===== config.mk =====
export PLATFORM = sky130hd
export DESIGN_NAME = instruction_fetch_unit
export DESIGN_NICKNAME = d
export VERILOG_FILES = /design/src/rtl/cpu_defs.sv /design/src/rtl/pc_next_mux.sv /design/src/rtl/instruction_fetch_unit.sv
export SDC_FILE = /design/constraint.sdc
export NUM_CORES = 1
export LEC_CHECK = 0
export ABC_AREA = 1
export BUFFER_PORTS_ARGS = -buffer_cell sky130_fd_sc_hd__buf_4
export CAP_MARGIN = 40
export CORE_UTILIZATION = 45
export CTS_CLUSTER_DIAMETER = 100
export DETAILED_ROUTE_END_ITERATION = 8
export GPL_TIMING_DRIVEN = 0
export HOLD_SLACK_MARGIN = 0.1
export PLACE_DENSITY = 0.74
export SYNTH_ARGS = -nofsm -noshare
export SYNTH_HDL_FRONTEND = slang
export SYNTH_SLANG_ARGS = --single-unit

===== constraint.sdc =====
create_clock -name CLK -period 2.4 [get_ports CLK]
set_input_delay 0.48 -clock CLK [delete_from_list [all_inputs] [get_ports CLK]]
set_output_delay 0.48 -clock CLK [all_outputs]
set_load 0.01 [all_outputs]

===== src/rtl/cpu_defs.sv =====
// Shared definitions for the CPU front end: opcode constants, the PCSrc
// encodings driven by control_unit, the fetch FSM state type and the
// instruction-word field positions.
package cpu_defs;

  // Instruction-word field positions.
  localparam int OP_MSB   = 15;
  localparam int FLAG_BIT = 10;

  // Opcode constants (OPCODE = IR[15:11]).
  localparam logic [4:0] OP_APUT = 5'b00000;
  localparam logic [4:0] OP_SPUT = 5'b00001;
  localparam logic [4:0] OP_BKRA = 5'b10110;

  // PCSrc encodings from control_unit.
  localparam logic [2:0] PCSRC_INC      = 3'b000;  // PC+1
  localparam logic [2:0] PCSRC_SHELLEY  = 3'b001;  // register-indirect
  localparam logic [2:0] PCSRC_IMM      = 3'b010;  // page-absolute immediate
  localparam logic [2:0] PCSRC_RA       = 3'b011;  // return
  localparam logic [2:0] PCSRC_MARY     = 3'b100;  // accumulator-indirect
  localparam logic [2:0] PCSRC_REL      = 3'b101;  // PC-relative by Mary
  localparam logic [2:0] PCSRC_CIMM     = 3'b110;  // conditional immediate
  localparam logic [2:0] PCSRC_CSHELLEY = 3'b111;  // conditional indirect

  // Fetch sequencer states; encoding 2'b11 is unused and recovers to FETCH.
  typedef enum logic [1:0] {
    ST_FETCH = 2'b00,
    ST_WAIT  = 2'b01,
    ST_EXEC  = 2'b10
  } fetch_state_e;

endpackage


===== src/rtl/pc_next_mux.sv =====
// Next-PC selection for the fetch unit. Purely combinational so it can be
// reused by a pipelined front end.
//   i_pc        current PC
//   i_pc_write  control_unit PCWrite; 0 always selects PC+1
//   i_pc_src    control_unit PCSrc (see cpu_defs PCSRC_*)
//   i_imm       immediate field from IR
//   i_mary      accumulator value
//   i_shelley   second register value
//   i_ra        return-address register
//   i_comp      comparison flag for the conditional encodings
//   o_next_pc   selected next PC
//   o_pc_plus1  PC+1 (also the return address for calls)
module pc_next_mux
  import cpu_defs::*;
#(
  parameter int WIDTH     = 16,
  parameter int IMM_WIDTH = 10
) (
  input  logic [WIDTH-1:0]     i_pc,
  input  logic                 i_pc_write,
  input  logic [2:0]           i_pc_src,
  input  logic [IMM_WIDTH-1:0] i_imm,
  input  logic [WIDTH-1:0]     i_mary,
  input  logic [WIDTH-1:0]     i_shelley,
  input  logic [WIDTH-1:0]     i_ra,
  input  logic                 i_comp,
  output logic [WIDTH-1:0]     o_next_pc,
  output logic [WIDTH-1:0]     o_pc_plus1
);

  localparam logic [WIDTH-1:0] ONE = {{(WIDTH-1){1'b0}}, 1'b1};

  logic [WIDTH-1:0] w_pc_plus1;
  logic [WIDTH-1:0] w_pc_rel;
  logic [WIDTH-1:0] w_page_imm;

  // Adds wrap modulo 2^WIDTH by truncation.
  assign w_pc_plus1 = i_pc + ONE;
  assign w_pc_rel   = i_pc + i_mary;
  // Immediate replaces the low bits; the jump stays within the current page.
  assign w_page_imm = {i_pc[WIDTH-1:IMM_WIDTH], i_imm};

  assign o_pc_plus1 = w_pc_plus1;

  always_comb begin
    // NOTE: every output of a combinational block gets a default first so no
    // path through the case/if can leave it unassigned and infer a latch.
    o_next_pc = w_pc_plus1;
    if (i_pc_write) begin
      case (i_pc_src)
        PCSRC_INC:      o_next_pc = w_pc_plus1;
        PCSRC_SHELLEY:  o_next_pc = i_shelley;
        PCSRC_IMM:      o_next_pc = w_page_imm;
        PCSRC_RA:       o_next_pc = i_ra;
        PCSRC_MARY:     o_next_pc = i_mary;
        PCSRC_REL:      o_next_pc = w_pc_rel;
        PCSRC_CIMM:     o_next_pc = i_comp ? w_page_imm : w_pc_plus1;
        PCSRC_CSHELLEY: o_next_pc = i_comp ? i_shelley  : w_pc_plus1;
        default:        o_next_pc = w_pc_plus1;
      endcase
    end
  end

endmodule


===== src/rtl/instruction_fetch_unit.sv =====
// Multi-cycle instruction fetch/sequencer stage feeding control_unit.
// Owns PC and IR, runs the instruction-memory request/ready handshake,
// splits IR into OPCODE/flagbit/Imm and applies PCWrite/PCSrc when EXEC ends.
//   CLK, RESET            clock (rising edge), async active-high reset
//   IMemAddr/IMemReq      instruction fetch address (= PC) and request
//   IMemReady/IMemData    memory returns the instruction word
//   OPCODE/flagbit/Imm    IR fields for control_unit and the datapath
//   InstrValid            high while executing (IR fields meaningful)
//   Stall                 datapath holds EXEC
//   PCWrite/PCSrc         next-PC control from control_unit
//   Mary/Shelley/RA/Comp  next-PC operands
//   PCPlus1, PC           PC+1 (return address) and current PC
module instruction_fetch_unit
  import cpu_defs::*;
#(
  parameter int                WIDTH        = 16,
  parameter int                IMM_WIDTH    = 10,
  parameter logic [WIDTH-1:0]  RESET_VECTOR = 16'h0000
) (
  input  logic                 CLK,
  input  logic                 RESET,
  output logic [WIDTH-1:0]     IMemAddr,
  output logic                 IMemReq,
  input  logic                 IMemReady,
  input  logic [WIDTH-1:0]     IMemData,
  output logic [4:0]           OPCODE,
  output logic                 flagbit,
  output logic [IMM_WIDTH-1:0] Imm,
  output logic                 InstrValid,
  input  logic                 Stall,
  input  logic                 PCWrite,
  input  logic [2:0]           PCSrc,
  input  logic [WIDTH-1:0]     Mary,
  input  logic [WIDTH-1:0]     Shelley,
  input  logic [WIDTH-1:0]     RA,
  input  logic                 Comp,
  output logic [WIDTH-1:0]     PCPlus1,
  output logic [WIDTH-1:0]     PC
);

  fetch_state_e     r_state;
  fetch_state_e     w_state_next;
  logic [WIDTH-1:0] r_pc;
  logic [WIDTH-1:0] r_ir;
  logic             r_imem_req;

  logic             w_req_next;
  logic             w_ir_load;
  logic             w_pc_load;
  logic [WIDTH-1:0] w_next_pc;
  logic [WIDTH-1:0] w_pc_plus1;

  pc_next_mux #(
    .WIDTH     (WIDTH),
    .IMM_WIDTH (IMM_WIDTH)
  ) u_pc_next_mux (
    .i_pc       (r_pc),
    .i_pc_write (PCWrite),
    .i_pc_src   (PCSrc),
    .i_imm      (r_ir[IMM_WIDTH-1:0]),
    .i_mary     (Mary),
    .i_shelley  (Shelley),
    .i_ra       (RA),
    .i_comp     (Comp),
    .o_next_pc  (w_next_pc),
    .o_pc_plus1 (w_pc_plus1)
  );

  // Next-state and register-enable decode.
  always_comb begin
    w_state_next = r_state;
    w_req_next   = r_imem_req;
    w_ir_load    = 1'b0;
    w_pc_load    = 1'b0;
    case (r_state)
      ST_FETCH: begin
        w_req_next   = 1'b1;
        w_state_next = ST_WAIT;
      end
      ST_WAIT: begin
        w_req_next = 1'b1;
        // Ready only counts against an outstanding request.
        if (IMemReady && r_imem_req) begin
          w_ir_load    = 1'b1;
          w_req_next   = 1'b0;
          w_state_next = ST_EXEC;
        end
      end
      ST_EXEC: begin
        w_req_next = 1'b0;
        // PCWrite/PCSrc are only consumed on this exit edge.
        if (!Stall) begin
          w_pc_load    = 1'b1;
          w_state_next = ST_FETCH;
        end
      end
      default: begin
        w_req_next   = 1'b0;
        w_state_next = ST_FETCH;
      end
    endcase
  end

  always_ff @(posedge CLK or posedge RESET) begin
    // NOTE: sequential state uses non-blocking assignments so every register
    // samples pre-edge values regardless of statement order.
    if (RESET) begin
      r_state    <= ST_FETCH;
      r_pc       <= RESET_VECTOR;
      r_ir       <= '0;
      r_imem_req <= 1'b0;
    end else begin
      r_state    <= w_state_next;
      r_imem_req <= w_req_next;
      if (w_ir_load) r_ir <= IMemData;
      if (w_pc_load) r_pc <= w_next_pc;
    end
  end

  assign IMemAddr   = r_pc;
  assign IMemReq    = r_imem_req;
  assign PC         = r_pc;
  assign PCPlus1    = w_pc_plus1;
  assign InstrValid = (r_state == ST_EXEC);
  assign OPCODE     = r_ir[OP_MSB -: 5];
  assign flagbit    = r_ir[FLAG_BIT];
  assign Imm        = r_ir[IMM_WIDTH-1:0];

endmodule


# Word level (Yosys, flattened, before mapping)
# Cells that the tools add are included.
dict set report totals {
  reg_bits 35
  latchBits 0
  ram_bits 0
  romBits 0
  in_bits 73
  mem_count 0
}
dict set report op_classes {
  n_addsub 2
  multipliers 0
  div 0
  magnitude_cmp 0
  n_eq_ne 13
  shift 0
  muxes 13
  bitwise_logic 0
  n_reduce_logical 5
}
# cell count
set ops {}
lappend ops {{$pmux 16 s8} 1}
lappend ops {{$mux 16} 3}
lappend ops {{$add 16x1->16 const B} 1}
lappend ops {{$add 16x16->16} 1}
lappend ops {{$eq 3x3->1 const B} 4}
lappend ops {{$eq 3x2->1 const B} 2}
lappend ops {{$ne 2x2->1 const B} 3}
lappend ops {{$pmux 2 s3} 1}
lappend ops {{$mux 1} 5}
lappend ops {{$mux 2} 2}
lappend ops {{$eq 3x1->1 const B} 1}
lappend ops {{$logic_not 3->1} 1}
lappend ops {{$ne 3x3->1 const B} 1}
lappend ops {{$reduce_and 3->1} 1}
lappend ops {{$eq 2x1->1 const B} 1}
lappend ops {{$eq 2x2->1 const B} 1}
lappend ops {{$logic_not 2->1} 1}
lappend ops {{$pmux 1 s2} 1}
lappend ops {{$reduce_and 2->1} 1}
lappend ops {{$logic_and 1x1->1} 1}

# Logic depth before layout (Yosys ltp)
dict set report logic_depth {
  depth_word 4
  mapped_depth 14
  mapped_depth_nobuf 14
}

# By module
# From an unflattened synthesis, not the netlist that was laid out.
dict set report hier_totals {
  cells_unflattened 722
  hier_area_um2 4119.0
}
# module n_inst cells_each area_each_um2 seq_area_each_um2
set by_module_without_submodules {}
lappend by_module_without_submodules {pc_next_mux 1 554 2580.0 0.0}
lappend by_module_without_submodules {instruction_fetch_unit 1 168 1539.0 875.8}

# Worst setup path after synthesis
# No wires, ideal clock.
dict set report synth_path {
  kind {register -> output}
  from {reg r_pc[0], in the netlist IMemAddr[0]}
  to {out PCPlus1[14]}
  arrival_ns 1.403
  path_slack_ns 0.517
  path_stages_with_launch 7
  n_path_buf 0
  path_cell_list {dfrtp_1 -> ha_1 -> nand2_1 -> nor2_2 -> nand3_1 -> nor2_1 -> xor2_1}
}
dict set report synth_via {
  elab_chain_len 1
}
# element line
set synth_lines {}
lappend synth_lines {{from (decl)} instruction_fetch_unit.sv:43} ;# logic [WIDTH-1:0] r_pc;
lappend synth_lines {{from (signal assigned)} instruction_fetch_unit.sv:116} ;# if (w_pc_load) r_pc <= w_next_pc;
lappend synth_lines {{$add 16x1->16} pc_next_mux.sv:38} ;# assign w_pc_plus1 = i_pc + ONE;
lappend synth_lines {{to (decl)} instruction_fetch_unit.sv:37} ;# output logic [WIDTH-1:0] PCPlus1,
# Every way passes these cells.

# Worst setup path in the final report
dict set report layout_path {
  from {reg r_pc[0], in the netlist IMemAddr[0]}
  to {out PCPlus1[10]}
}
# Same word-level chain as after synthesis.

==> impl_results.md <==
* Max_slew headroom at 45.6%
* Syn_nets at about 680
* Syn Std Cell Area at 3660 um^2
* Synth top area cells: dfrtp_1 (24%), nand2_1 (20%), inv_1 (8.7%)
* TritonCTS clock tree: yes
* YS warnings at 0
* R2r endpoint: IMemAddr[8]
* Drc violations at 0
* Clock Sink Count at 35
* Post-Syn Instances at 593
* Final layout net count at 832
* R2R Path Start: IMemAddr[0]
* Grt ovf at 0
* Clock period minus worst slack at 2.30 ns
* Finished Layout Cells at around 850
* Status: completed
* Leakage at 2.78 nW
* Vias after detailed routing at approximately 4.4k
* Cell taking the most area after synthesis: dfrtp_1
* Diode count at 0
* Setup violators final at 0
* Antenna violations before repair at 0
* Cts hold-fix bufs at 0
* Fin. max-slew vios at 0
* Final hold violations at 0
* Post-DP HPWL at 10700 um
* Max Fclk at 434 MHz
* Vias in the first global route at 4332
* Vias/cell at ~5.3
* Clock root cell: clkbuf_8
* Top-area cell type share of the netlist area at 23.9%
* CP Class: register to primary output
* Die height at 92.2 um
* Critical Path Source Type: register
* Drt pass-1 iters at 6
* Post-synthesis sequential area ratio at a little under a quarter
* Setup WS post-layout at 0.0961 ns
* Setup Skew at around 0.010 ns
* Latest clock arrival within the worst-skew pair at 0.29 ns
* Cts bufs inserted at 5
* RePlAce Congestion at 0.924
* Data required time of the worst path at 1.92 ns
* Core Rows at 32
* IO Pins at 139
* Die ar. at 8490 um^2
* Fin crit share at 96.0%
* Die W at 92.2 um
* Arrival @ worst endpoint at 1.82 ns
* Crit Path Max Fanout at 7
* Most common cell in the netlist: nand2_1
* Number of port buffers at 137
* R2r setup slk at 0.12 ns
* Sum Neg Setup Slack at 0 ns
* Wirelength, routed at 13200 um
* Synth cell count leaders: nand2_1 (194), inv_1 (85), nor2_1 (50), nand3_1 (44), a21oi_1 (42)
* Wire per inst at ~16 um
* Reg clk slew, reported paths at about 0.090 ns
* GRT Total Usage at 31.6%
* Synth async-reset ratio at 100%
* Pin count of the biggest net entering global routing at 36
* Crit end category: primary output
* Share of cells above drive strength 1 at 29.7%
* DP Worst Slack at around 0.065 ns
* Mean post-synth cell area at approximately 6 um^2
* Buffer depth of the longest clock path at 2
* Area Growth Syn to Fin at 37.4%
* Synth Register Bits at 35
* Peak VDD IR at between 0.7 and 0.8 mV
* Post-synth top flop: dfrtp_1
* Core area at 7810 um^2
* R2R cell count at 13
* Initial Utilization at 46.8%
* Cells after DPL at 832
* H-tree level count at 2
* First-pass GRT wire length at 20900 um
* Post-synth EDFFs at 0
* Final instance area at approximately 5000 um^2
* Worst-Margin Slew at 0.815 ns
* Pwr/cell area at 1120 nW/um^2
* Max-cap violation count at 0
* Worst hold path class: input port to asynchronous set/reset pin
* Post-DRT Antenna Nets at 0
* Count of cell types in the netlist at 36
* Iteration-0 DRC count of the detailed router at 266
* Placed instance area at a little under 5000 um^2
* RSZ-0062 raised after global routing: true
[state kept, by name (all words and copies together), names as in the netlist]
| name | count |
|---|---|
| IMemReq | 1 |
| r_state | 2 |
| r_ir | 16 |
| IMemAddr | 16 |
[power breakdown]
part | switching [W] | internal [W] | leakage, nW
registers | 0.000476 | 0.000892 | 0.402
clock network | 0.000246 | 0.000204 | 0.0412
logic | 0.00203 | 0.00177 | 2.33
total | 0.00275 | 0.00287 | 2.78
[through the flow]
step	hold WS (ns)	total power [W]	util (%)
6_report	0.350	0.00562	64.3
4_1_cts	0.371	0.00549	63.1
2_1_floorplan	0.504	0.00343	-
3_3_place_gp	0.490	0.00494	61.7
5_1_grt	0.412	0.00608	64.3
3_5_place_dp	0.501	0.00501	61.7
[layer usage]
metal | global-route usage, % | part of all wire [%] | vias to the layer above
li1 | - | - | 2176
met2 | 54.3 | 47 | 227
met1 | 38.2 | 41 | 2008
met3 | 7.63 | 8.6 | 34
met5 | 0 | 0 | -
met4 | 11.7 | 2.8 | 0
[critical path, stage by stage (launching register included)]
cell	delay, ns
dfrtp_2	0.47
ha_4	0.17
nand2_2	0.09
nor2_4	0.20
nand2_2	0.10
nor2_2	0.16
xor2_2	0.19
buf_4	0.15
[worst max-delay path by stage]
stage / slack, ns / endpoint / from
after global routing: -0.001 / IMemAddr[15] / IMemAddr[2]
after detailed placement: 0.07 / IMemAddr[8] / Mary[0]
after floorplan: 0.52 / PCPlus1[14] / IMemAddr[0]
after CTS: 0.03 / PCPlus1[11] / IMemAddr[2]
after global placement: 0.13 / IMemAddr[8] / Mary[0]
final: 0.1 / PCPlus1[10] / IMemAddr[0]
[cell type report]
type,instances,area (um^2)
fill,769,2780
multi-input combinational,441,2340
timing repair buffer,142,1070
sequential,35,883
inverter,91,342
buffer,26,181
tap,102,128
clock buffer,6,72.6
clock inverter,2,12.5
[cells in the final DEF (no fill, tap or decap), types with 2 or more instances in the layout]
cell type	n
nand4_1	10
a21oi_1	42
buf_6	2
nor2_4	7
inv_1	84
nand3_2	4
nand3b_1	3
clkbuf_8	5
xor2_1	5
nand2_2	3
a211oi_1	3
nor2_1	47
buf_2	4
buf_4	159
o211ai_1	4
nand3_1	40
a22o_1	4
nor3_1	5
dfrtp_2	6
o21ai_0	26
inv_2	6
ha_1	15
clkbuf_1	3
xor2_2	2
and2_1	3
nor3_4	2
nand2_1	192
or2_2	4
dfrtp_1	29
mux2_2	11
[logic make-up (layout without fill, tap and decap cells)]
| kind of cell | Yosys count | count (layout) | share of synthesized area (%) |
|---|---|---|---|
| flip-flops | 35 | 35 | 23.9 |
| adder cells (fa/ha/maj) | 17 | 17 | 6.02 |
| XOR/XNOR | 8 | 8 | 1.92 |
| buffers and inverters | 117 | 267 | 14.3 |
| AND/OR/NAND/NOR | 322 | 322 | 37.9 |
| AO/OA/AOI/OAI | 83 | 83 | 12.6 |
| multiplexers | 11 | 11 | 3.39 |
[timing repair]
item	in CTS	in global routing
buffers inserted	1	4
resized for setup	7	16
endpoints found under the setup margin	5	6
pin swaps	1	3
Note: power is estimated with default switching activity, not from simulation.
